### src/rtl/btn_event_pkg.sv
// Shared types and sizes for the button/event arbitration logic.
package btn_event_pkg;

  typedef enum logic [0:0] {
    ST_IDLE  = 1'b0,
    ST_OFFER = 1'b1
  } state_e;

  localparam int EVT_CNT_W = 16;
  localparam int N_MAX     = 16;

endpackage

### src/rtl/btn_event_arbiter_rr_pick.sv
// Combinational round-robin picker: first set request strictly after last, modulo N.
module rr_pick #(
  parameter int N   = 4,
  parameter int IDW = $clog2(N)
) (
  input  logic [N-1:0]   req,
  input  logic [IDW-1:0] last,
  output logic [IDW-1:0] win,
  output logic           any
);

  logic [IDW-1:0] idx;

  // Scan from the farthest candidate back to the nearest so the nearest set bit wins.
  always_comb begin
    win = '0;
    idx = '0;
    any = |req;
    for (int off = N; off >= 1; off--) begin
      idx = IDW'((int'(last) + off) % N);
      if (req[idx]) begin
        win = idx;
      end
    end
  end

endmodule

### src/rtl/btn_event_arbiter.sv
// Latches one-pulsed active-low events per channel and serialises them onto a
// single valid/ack event channel in round-robin order, flagging overruns.
module btn_event_arbiter
  import btn_event_pkg::*;
#(
  parameter int N   = 4,
  parameter int IDW = $clog2(N)
) (
  input  logic                 clk_op,
  input  logic                 reset_n,
  input  logic [N-1:0]         pulse_n,
  input  logic                 evt_ack,
  output logic                 evt_valid,
  output logic [IDW-1:0]       evt_id,
  output logic [N-1:0]         drop_n,
  output logic                 busy,
  output logic [EVT_CNT_W-1:0] evt_count
);

  if (N < 2 || N > N_MAX) begin : g_bad_n
    $error("btn_event_arbiter: N out of range");
  end

  state_e               state_q, state_d;
  logic [N-1:0]         pending_q, pending_d;
  logic [IDW-1:0]       last_grant_q, last_grant_d;
  logic                 evt_valid_q, evt_valid_d;
  logic [IDW-1:0]       evt_id_q, evt_id_d;
  logic [N-1:0]         drop_n_q, drop_n_d;
  logic [EVT_CNT_W-1:0] evt_count_q, evt_count_d;

  logic [N-1:0]         pulse_set;
  logic [N-1:0]         grant_mask;
  logic [IDW-1:0]       win_idx;
  logic                 any_req;

  rr_pick #(
    .N   (N),
    .IDW (IDW)
  ) u_rr_pick (
    .req  (pending_q),
    .last (last_grant_q),
    .win  (win_idx),
    .any  (any_req)
  );

  always_comb begin
    state_d      = state_q;
    evt_valid_d  = evt_valid_q;
    evt_id_d     = evt_id_q;
    last_grant_d = last_grant_q;
    evt_count_d  = evt_count_q;
    grant_mask   = '0;

    case (state_q)
      ST_IDLE: begin
        if (any_req) begin
          grant_mask  = N'(1) << win_idx;
          evt_id_d    = win_idx;
          evt_valid_d = 1'b1;
          state_d     = ST_OFFER;
        end
      end
      ST_OFFER: begin
        // last_grant moves on acceptance, so an unacked offer never shifts priority.
        if (evt_ack) begin
          evt_valid_d  = 1'b0;
          last_grant_d = evt_id_q;
          evt_count_d  = evt_count_q + EVT_CNT_W'(1);
          state_d      = ST_IDLE;
        end
      end
      default: begin
        state_d = ST_IDLE;
      end
    endcase
  end

  // A new pulse on the edge its channel is granted re-queues the event rather
  // than counting as an overrun; the set term wins over the grant clear.
  always_comb begin
    pulse_set = ~pulse_n;
    pending_d = (pending_q & ~grant_mask) | pulse_set;
    drop_n_d  = ~(pulse_set & pending_q & ~grant_mask);
  end

  always_ff @(posedge clk_op or negedge reset_n) begin
    if (!reset_n) begin
      state_q      <= ST_IDLE;
      pending_q    <= '0;
      last_grant_q <= IDW'(N - 1);
      evt_valid_q  <= 1'b0;
      evt_id_q     <= '0;
      drop_n_q     <= '1;
      evt_count_q  <= '0;
    end else begin
      state_q      <= state_d;
      pending_q    <= pending_d;
      last_grant_q <= last_grant_d;
      evt_valid_q  <= evt_valid_d;
      evt_id_q     <= evt_id_d;
      drop_n_q     <= drop_n_d;
      evt_count_q  <= evt_count_d;
    end
  end

  assign evt_valid = evt_valid_q;
  assign evt_id    = evt_id_q;
  assign drop_n    = drop_n_q;
  assign evt_count = evt_count_q;
  assign busy      = (|pending_q) | evt_valid_q;

endmodule

### config.mk
export PLATFORM = sky130hd
export DESIGN_NAME = btn_event_arbiter
export DESIGN_NICKNAME = d
export VERILOG_FILES = /design/src/rtl/btn_event_pkg.sv /design/src/rtl/btn_event_arbiter_rr_pick.sv /design/src/rtl/btn_event_arbiter.sv
export SDC_FILE = /design/constraint.sdc
export NUM_CORES = 1
export LEC_CHECK = 0
export ABC_AREA = 1
export CAP_MARGIN = 10
export CORE_MARGIN = 2
export CORE_UTILIZATION = 35
export CTS_BUF_LIST = sky130_fd_sc_hd__clkbuf_8 sky130_fd_sc_hd__clkbuf_16
export CTS_CLUSTER_SIZE = 14
export DETAILED_ROUTE_END_ITERATION = 16
export PLACE_DENSITY = 0.54
export SLEW_MARGIN = 20
export SYNTH_ARGS = -nofsm -noshare
export SYNTH_HDL_FRONTEND = slang
export SYNTH_SLANG_ARGS = --single-unit
### constraint.sdc
create_clock -name clk_op -period 4.37 [get_ports clk_op]
set_clock_uncertainty 0.1 [all_clocks]
set_input_delay 0.437 -clock clk_op [delete_from_list [all_inputs] [get_ports clk_op]]
set_output_delay 0.437 -clock clk_op [all_outputs]
set_load 0.01 [all_outputs]
==> impl_metrics.toml <==
[hold_path]
hp-class = "flip-flop to flip-flop"
hold_path_depth = 1

[floorplan]
num_rows = 24
pin_count = 31
die-height_um = 70.9
placeableCoreArea_um2 = 4320
die_width_um = 70.9
start_util = 0.363
fp.dieArea_um2 = 5030

[critical_path]
cp_slowest_cell = "sky130_fd_sc_hd__nor4_1"
critical_path_required_ns = 3.83
crit_cells = 3
timing.setup.critical_path_class = "flip-flop to output port"
cp_data_arrival_time_ns = 1.89
setup.worst_path.start_class = "flip-flop"
cp_max_stage_delay_ns = 0.56
worst_path_max_fanout = 6
crit_path_end_kind = "output port"
critPathTopFamily = "simple AND/OR/NAND/NOR gates"
reg2regPathDepth = 11
path_cells = "nor4_1 > nand2_1 > clkdlybuf4s50_1"
critical_path_buf_inv_count = 1

[clock_network]
cts-root-buf = "sky130_fd_sc_hd__clkbuf_8"
tritoncts = "built"
ctsHtreeMaxLevel = 2
cts_repair_resize_count = 0
cts_sinks = 30
postCtsSetupBuffers = 0
cts_made_buffers = 5
max-clock-path-buffers = 2
clock_latency_ns = 0.28
hold_buf_count_cts = 0
clock_pin_slew_worst_setup_and_hold_paths_ns = 0.07

[finish]
finish.net_count = 224
mostFrequentLayoutCell = "sky130_fd_sc_hd__nand2_1"
finalInstanceArea_um2 = 2040
filler_cell_count = 423
multiInputGateArea_um2 = 708
fin_cells = 269
drive_above_1_share = 0.143
most-common-layout-cells = "sky130_fd_sc_hd__nand2_1, sky130_fd_sc_hd__clkdlybuf4s50_1, sky130_fd_sc_hd__inv_1"
antenna_cells = 0
areaGrowthSynthToFinish_pct = 30.2
finish.utilization = 0.472
layout.area.seq_um2 = 758

[drt]
drc = 0
routed-wl-met2_um = 1510
routed-via-count = 1247
topRoutingLayerUsed = "met4"
postRouteAntennaNets = 0
route.detailed.wl_per_inst_um = 12.2
m1WireLength_um = 1580
met3WireLength_um = 128
firstDrtPassIters = 4
wl_um = 3280
route.detailed.vias_per_inst = 4.64
first_iter_violations = 69

[timing]
slew_viol_final = 0
timing_worst_slew_pin_value_ns = 0.587
fin_setup_tns_ns = 0
rsz0062_at_grt = "no"
final_period_minus_worst_setup_slack_ns = 2.42
hold_viol = 0
min_period_over_period = 0.554
setup_viol = 0
setup_ws_ns = 1.95
max_clock_freq_ghz = 0.413
max_slew_margin = 0.605

[global_route]
antenna_found_initial = 0
vias_in_the_first_global_route = 1249
overflow = 0
track_usage = 0.148
grt_start_max_net_pins = 31
grt_first_pass_wirelength_um = 5830

[placement]
detailed_place_hpwl_um = 2460
numPlacedInstances = 261
routabilityCongestion = 0.783
dpl_worst_slack_ns = 2.24
io_buffers = 30
dpl-instance-area_um2 = 1930

[synthesis]
ff_latch_count_synth = 30
syn-mean-instance-area_um2 = 8.76
syn_area_um2 = 1570
synthCells = 179
warning_count_from_the_yosys_run = 0
synth_seq_area_share = 0.484
synth_nets = 187
synth.distinct_cells = 23

[status]
outcome = "complete, no violations"

[flow_run]
number_of_maximum_capacitance_violations = 0

[pwr]
vdd_drop_max_mv = 0.312
powerDensity_nw_per_um2 = 588
power_leakage_nw = 1.06
-- through the flow --
step	hold slack (ns)	power, mW
2_1_floorplan	0.0414	0.732
3_3_place_gp	0.384	0.912
3_5_place_dp	0.389	0.928
4_1_cts	0.401	1.21
5_1_grt	0.418	1.30
6_report	0.389	1.20
-- layout make-up --
cell class	instances	share of cell area
clock buffer	5	0.0337
sequential	30	0.371
multi-input combinational	123	0.347
inverter	25	0.0460
tap	52	0.0319
timing repair buffer	31	0.151
clock inverter	3	0.0196
-- worst paths after layout --
kind / startpoint / endpoint / slack, ns
setup / recovery: pending_q[1]$_DFF_PN0_ / busy / 1.95
hold / removal: evt_count[13]$_DFFE_PN0P_ / evt_count[13]$_DFFE_PN0P_ / 0.39
setup reg to reg: last_grant_q[0]$_DFFE_PN1P_ / pending_q[1]$_DFF_PN0_ / 2.47
hold reg to reg: evt_count[13]$_DFFE_PN0P_ / evt_count[13]$_DFFE_PN0P_ / 0.39
max in group asynchronous: reset_n / last_grant_q[0]$_DFFE_PN1P_ / 3.41
min in group asynchronous: reset_n / evt_count[10]$_DFFE_PN0P_ / 0.43
-- logic make-up (layout without fill, tap and decap cells) --
logic type,count (synthesis),after routing,share of synthesized area
DFF,30,30,0.484
buffers and inverters,26,64,0.0646
adders and majority gates,1,1,0.00798
and+or+nand+nor,97,97,0.318
xor gates and xnor gates,15,15,0.0934
AOI/OAI and AO/OA,10,10,0.0319
-- state kept, by name, indices dropped and copies added (netlist names) --
| register | count |
|---|---|
| drop_n | 4 |
| evt_count | 16 |
| evt_id | 2 |
| evt_valid | 1 |
| last_grant_q | 2 |
| pending_q | 4 |
| state_q | 1 |
-- Yosys cell counts --
master / number / share of area
sky130_fd_sc_hd__nand2_1: 62 / 0.15
sky130_fd_sc_hd__inv_1: 25 / 0.060
sky130_fd_sc_hd__dfrtp_1: 24 / 0.38
sky130_fd_sc_hd__nand3_1: 8 / 0.026
sky130_fd_sc_hd__o21ai_0: 8 / 0.026
sky130_fd_sc_hd__xor2_1: 7 / 0.039
sky130_fd_sc_hd__dfstp_2: 6 / 0.10
sky130_fd_sc_hd__nor2_1: 6 / 0.014
sky130_fd_sc_hd__xnor2_1: 6 / 0.034
sky130_fd_sc_hd__nor2_4: 5 / 0.036
sky130_fd_sc_hd__nand4_1: 4 / 0.016
sky130_fd_sc_hd__nand2_2: 3 / 0.012
sky130_fd_sc_hd__a21oi_1: 2 / 0.0064
sky130_fd_sc_hd__nand2_4: 2 / 0.014
sky130_fd_sc_hd__nor3_4: 2 / 0.021
sky130_fd_sc_hd__xnor2_2: 2 / 0.021
sky130_fd_sc_hd__and2_1: 1 / 0.0040
sky130_fd_sc_hd__buf_4: 1 / 0.0048
sky130_fd_sc_hd__ha_1: 1 / 0.0080
sky130_fd_sc_hd__nand3_2: 1 / 0.0064
sky130_fd_sc_hd__nand4_4: 1 / 0.014
sky130_fd_sc_hd__nor3_1: 1 / 0.0032
sky130_fd_sc_hd__nor4_1: 1 / 0.0040
-- metal layers --
layer  vias to the layer above  GRT usage
met5                         -          0
met4                         0     0.0608
met3                         8     0.0385
met2                        31      0.234
met1                       584      0.193
li1                        624          -
-- power breakdown --
| part | internal [mW] | switching [mW] |
|---|---|---|
| clock | 0.168 | 0.110 |
| combinational | 0.202 | 0.270 |
| sequential | 0.370 | 0.0817 |
| total | 0.739 | 0.461 |
Note: power is estimated with default switching activity, not from simulation.
==> RTL change 1: new RTL, same flow settings <==
`N` is set to 4 in 2 places; all go to 8.
--- a/src/rtl/btn_event_arbiter_rr_pick.sv
+++ b/src/rtl/btn_event_arbiter_rr_pick.sv
@@ -1,6 +1,6 @@
 // Combinational round-robin picker: first set request strictly after last, modulo N.
 module rr_pick #(
-  parameter int N   = 4,
+  parameter int N   = 8,
   parameter int IDW = $clog2(N)
 ) (
   input  logic [N-1:0]   req,
--- a/src/rtl/btn_event_arbiter.sv
+++ b/src/rtl/btn_event_arbiter.sv
@@ -3,7 +3,7 @@
 module btn_event_arbiter
   import btn_event_pkg::*;
 #(
-  parameter int N   = 4,
+  parameter int N   = 8,
   parameter int IDW = $clog2(N)
 ) (
   input  logic                 clk_op,
Ports: changed (resized drop_n, evt_id and pulse_n); port bits go from 31 to 40. The function was not compared with the original's and may differ.
==> RTL change 1 against the unedited design <==
Area after synthesis rose by 44%; power grew 76%; wire length up 51%; utilization decreased by 2.7 points; final cell count increased by 51%; final area is 38% higher; worst setup slack got worse by 0.33 ns; sequential cell count increased by 10; critical path type is now register to register; largest cell class is now multi-input combinational cells; largest power group unchanged.
==> RTL change 1: results (changes against the unedited design) <==
Status
  • Status: completed (unchanged)

Place
  • Placed cells: 398 (was 261)
  • GPL Wtd Cong: 0.850 (was 0.783)
  • Port buffer count: 39 (was 30)
  • Area after DPL: 2710 sq um (was 1930 sq um)
  • DP Worst Slack: 1.62 ns (was 2.24 ns)
  • Final HPWL DP: 3.85 mm (was 2.46 mm)

Final layout
  • Signal buffers share of area: 0.137 (was 0.151)
  • Share of post-route cells with drive strength above 1: 0.119 (was 0.143)
  • Clock network area share: 0.0356 (was 0.0533)
  • P&R area growth vs syn: 24.4% (was 30.2%)
  • Non-Clock Inverter Count: 37 (was 25)
  • Comb_multi_in: 205 (was 123)
  • Footprint of the multi-input gates: 1080 sq um (was 708 sq um)
  • Final Net Count: 342 (was 224)
  • # clk buffers: 7 (was 5)
  • Fillcell total: 637 (was 423)
  • Sequential share of cell area: 0.361 (was 0.371)
  • Non-clock buffer count: 39 (was 31)

STA
  • Final hold slack: 0.165 ns (was 0.389 ns)
  • Max_slew headroom: 0.418 (was 0.605)
  • Setup ws final: 1.61 ns (was 1.95 ns)

Synthesis
  • Post-Syn Instances: 285 (was 179)
  • Synth top area cells: dfrtp_1 (32%), nand2_1 (14%), dfstp_2 (13%) (was dfrtp_1 (38%), nand2_1 (15%), dfstp_2 (10%))
  • YS warnings: 0 (unchanged)
  • Number of distinct library cells after synthesis: 27 (was 23)
  • Sequential cell area fraction in the yosys report: 0.449 (was 0.484)
  • Mapped Nets: 299 (was 187)
  • Most instantiated cells after synthesis: nand2_1 (84), nand3_1 (47), inv_1 (31) (was nand2_1 (62), inv_1 (25), dfrtp_1 (24))

Global routing
  • First-pass GRT wire length: 8.60 mm (was 5.83 mm)
  • Initial antenna violation count: 0 (unchanged)
  • Largest net degree at the start of global routing: 41 (was 31)
  • Gr usage total: 0.149 (was 0.148)
  • Vias in the first global route: 1840 (was 1249)

Clock tree
  • Clock-pin slew on the worst setup and hold paths: 0.08 ns
  • CTS sink count: 40 (was 30)
  • Worst skew pair latency: 0.29 ns

Power and ir drop
  • Psw: 1.00 mW (was 0.461 mW)
  • LEAKAGE: 1.41 nW (was 1.06 nW)
  • Peak supply drop: 353 uV (was 312 uV)

Critical path
  • Crit Path Max Fanout: 11 (was 6)
  • Crit path DAT: 2.84 ns (was 1.89 ns)
  • Worst path max stage delay: 0.67 ns (was 0.56 ns)
  • Slowest CP cell: dfstp_2 (was nor4_1)
  • Flop2flop setup slack: 1.61 ns (was 2.47 ns)

Routing
  • Via Count: 1906 (was 1247)
  • Wire length per cell: 12.2 um (about the same)
  • Vias/cell: 4.69 (was 4.64)
  • Iteration-0 DRC Markers: 126 (was 69)
  • Drt pass-1 iters: 4 (unchanged)

Hold path
  • Type of the worst min-delay path: primary input to async pin (was register to register)

Floorplan
  • Die footprint: 7120 sq um (was 5030 sq um)
## RTL change 1: worst paths after layout
check                           cells after the start                   startpoint                   endpoint
worst max register to register                     17  last_grant_q[0]$_DFFE_PN1P_     pending_q[6]$_DFF_PN0_
max in group asynchronous                           1                      reset_n   evt_count[2]$_DFFE_PN0P_
worst max-delay path                               17  last_grant_q[0]$_DFFE_PN1P_     pending_q[6]$_DFF_PN0_
worst min-delay path                                1                      reset_n  evt_count[13]$_DFFE_PN0P_
worst min register to register                      1    evt_count[15]$_DFFE_PN0P_  evt_count[15]$_DFFE_PN0P_
min in group clk_op                                 1    evt_count[15]$_DFFE_PN0P_  evt_count[15]$_DFFE_PN0P_
## RTL change 1: power groups by stage
stage,Combinational (mW),Sequential [mW],Clock [mW]
final,1.24,0.608,0.265
after CTS,1.25,0.610,0.273
after detailed placement,1.24,0.615,0
after global placement,1.25,0.614,0
after floorplan,0.912,0.608,0
after global routing,1.40,0.626,0.292
## RTL change 1: layer usage
| layer | track usage | share of wire | up-vias |
|---|---|---|---|
| li1 | - | - | 991 |
| met1 | 0.208 | 0.48 | 856 |
| met2 | 0.227 | 0.45 | 49 |
| met3 | 0.0433 | 0.056 | 10 |
| met4 | 0.0447 | 0.018 | 0 |
| met5 | 0 | 0 | - |
## RTL change 1: cell families (layout without fill, tap and decap cells)
| logic type | count (synthesis) | in the layout | synth area share |
|---|---|---|---|
| xor+xnor | 18 | 18 | 0.0697 |
| buf+inv | 40 | 84 | 0.0758 |
| fa+ha+maj | 3 | 3 | 0.0166 |
| compound gates | 15 | 15 | 0.0415 |
| flops | 40 | 40 | 0.449 |
| simple gates | 169 | 169 | 0.348 |
==> RTL change 2: new RTL, config.mk and constraints unchanged <==
Made on the original files. Register the output `evt_count` once more, with the module's reset; this adds one clock of latency there. The other outputs are not delayed to match.
--- a/src/rtl/btn_event_arbiter.sv
+++ b/src/rtl/btn_event_arbiter.sv
@@ -107,7 +107,13 @@
   assign evt_valid = evt_valid_q;
   assign evt_id    = evt_id_q;
   assign drop_n    = drop_n_q;
-  assign evt_count = evt_count_q;
+  always_ff @(posedge clk_op or negedge reset_n) begin
+    if (!reset_n) begin
+      evt_count <= '0;
+    end else begin
+      evt_count <= evt_count_q;
+    end
+  end
   assign busy      = (|pending_q) | evt_valid_q;
 
 endmodule
Check against the original RTL: not equivalent (Yosys sat finds a counterexample within 4 cycles, from zero or initial values and one cycle with reset_n low).
==> RTL change 2 against the unedited design <==
Area after synthesis up 19%; worst setup slack better by 0.039 ns; final area up 14%; utilization down 1.7 points; highest routed layer unchanged; sequential share of layout area up 12 points; power up 10%; via count up 1.3%; first-iteration DRC count down 62%; wire length down 2.5%; sequential cell count up 16.
==> RTL change 2: results (changes against the unedited design) <==
Status
  • Status: completed (unchanged)

Final layout
  • Non-clock buffer count: 30 (was 31)
  • Comb_multi_in: 113 (was 123)
  • Clock network area share: 0.0391 (was 0.0533)
  • # clk buffers: 6 (was 5)
  • Final Net Count: 228 (was 224)
  • Footprint of the multi-input gates: 612 sq um (was 708 sq um)
  • FFs & Latches: 46 (was 30)
  • Non-Clock Inverter Count: 24 (was 25)
  • Share of post-route cells with drive strength above 1: 0.118 (was 0.143)
  • Register Area: 1160 sq um (was 758 sq um)

Critical path
  • Crit Path Max Fanout: 4 (was 6)
  • Crit path DAT: 1.85 ns (was 1.89 ns)

Power and ir drop
  • PwrDens: 565 nW/um^2 (was 588 nW/um^2)
  • Gate power share: 0.332 (was 0.393)
  • Psw: 0.467 mW (was 0.461 mW)
  • Reg power frac: 0.470 (was 0.376)
  • Peak supply drop: 296 uV (was 312 uV)
  • LEAKAGE: 1.20 nW (was 1.06 nW)

Synthesis
  • Synth top area cells: dfrtp_1 (54%), nand2_1 (12%), dfstp_2 (8.5%) (was dfrtp_1 (38%), nand2_1 (15%), dfstp_2 (10%))
  • Mapped Nets: 192 (was 187)
  • Sequential cell area fraction in the yosys report: 0.621 (was 0.484)
  • Number of distinct library cells after synthesis: 21 (was 23)

Global routing
  • First-pass GRT wire length: 5.58 mm (was 5.83 mm)
  • Gr usage total: 0.119 (was 0.148)
  • Vias in the first global route: 1223 (was 1249)
  • Largest net degree at the start of global routing: 47 (was 31)

Hold path
  • Type of the worst min-delay path: primary input to async pin (was register to register)

Routing
  • Wire length per cell: 11.0 um (was 12.2 um)

Place
  • Final HPWL DP: 2.28 mm (was 2.46 mm)
  • GPL Wtd Cong: 0.800 (was 0.783)

Clock tree
  • Setup bufs post-CTS: 0 (unchanged)

STA
  • Max_slew headroom: 0.630 (was 0.605)
## RTL change 2: cells by family (layout without fill, tap and decap cells)
family / count (synthesis) / count (layout) / synth area share
xor gates and xnor gates: 15 / 15 / 0.0704
AOI/OAI and AO/OA: 8 / 8 / 0.0215
and+or+nand+nor: 89 / 89 / 0.229
adders and majority gates: 1 / 1 / 0.00671
buffers and inverters: 25 / 62 / 0.0510
DFF: 46 / 46 / 0.621
## RTL change 2: per-stage QoR
stage / std cells / worst slack (ns) / cell area, sq um / hold slack, ns
after floorplan: 184 / 2.75 / 1870 / 0.0414
after global placement: 283 / 2.24 / 2240 / 0.295
after detailed placement: 283 / 2.19 / 2240 / 0.288
after CTS: 291 / 1.93 / 2330 / 0.241
after global routing: 291 / 1.92 / 2340 / 0.0714
final: 291 / 1.99 / 2340 / 0.0300
## RTL change 2: worst paths after layout
kind                                                   from                       to  depth (start not counted)
worst max register to register  last_grant_q[0]$_DFFE_PN1P_   pending_q[1]$_DFF_PN0_                         11
min in group clk_op             evt_count_q[15]$_DFFE_PN0P_  evt_count[15]$_DFF_PN0_                          0
worst max-delay path                 pending_q[0]$_DFF_PN0_                     busy                          3
worst min-delay path                                reset_n   evt_count[5]$_DFF_PN0_                          1
max in group asynchronous                           reset_n      drop_n[0]$_DFF_PN1_                          1
worst min register to register  evt_count_q[15]$_DFFE_PN0P_  evt_count[15]$_DFF_PN0_                          0
## RTL change 2: routing by layer
layer / GRT usage / wire length (um) / vias up
li1: - / - / 637
met1: 0.153 / 1520 / 590
met2: 0.185 / 1450 / 26
met3: 0.0376 / 144 / 10
met4: 0.0536 / 87 / 0
met5: 0 / 0 / -
## RTL change 2: critical path, delay by kind of cell (launching register included)
kind	cells	cell delay [ns]
buffers and inverters	1	0.51
and+or+nand+nor	2	0.63
DFF	1	0.41
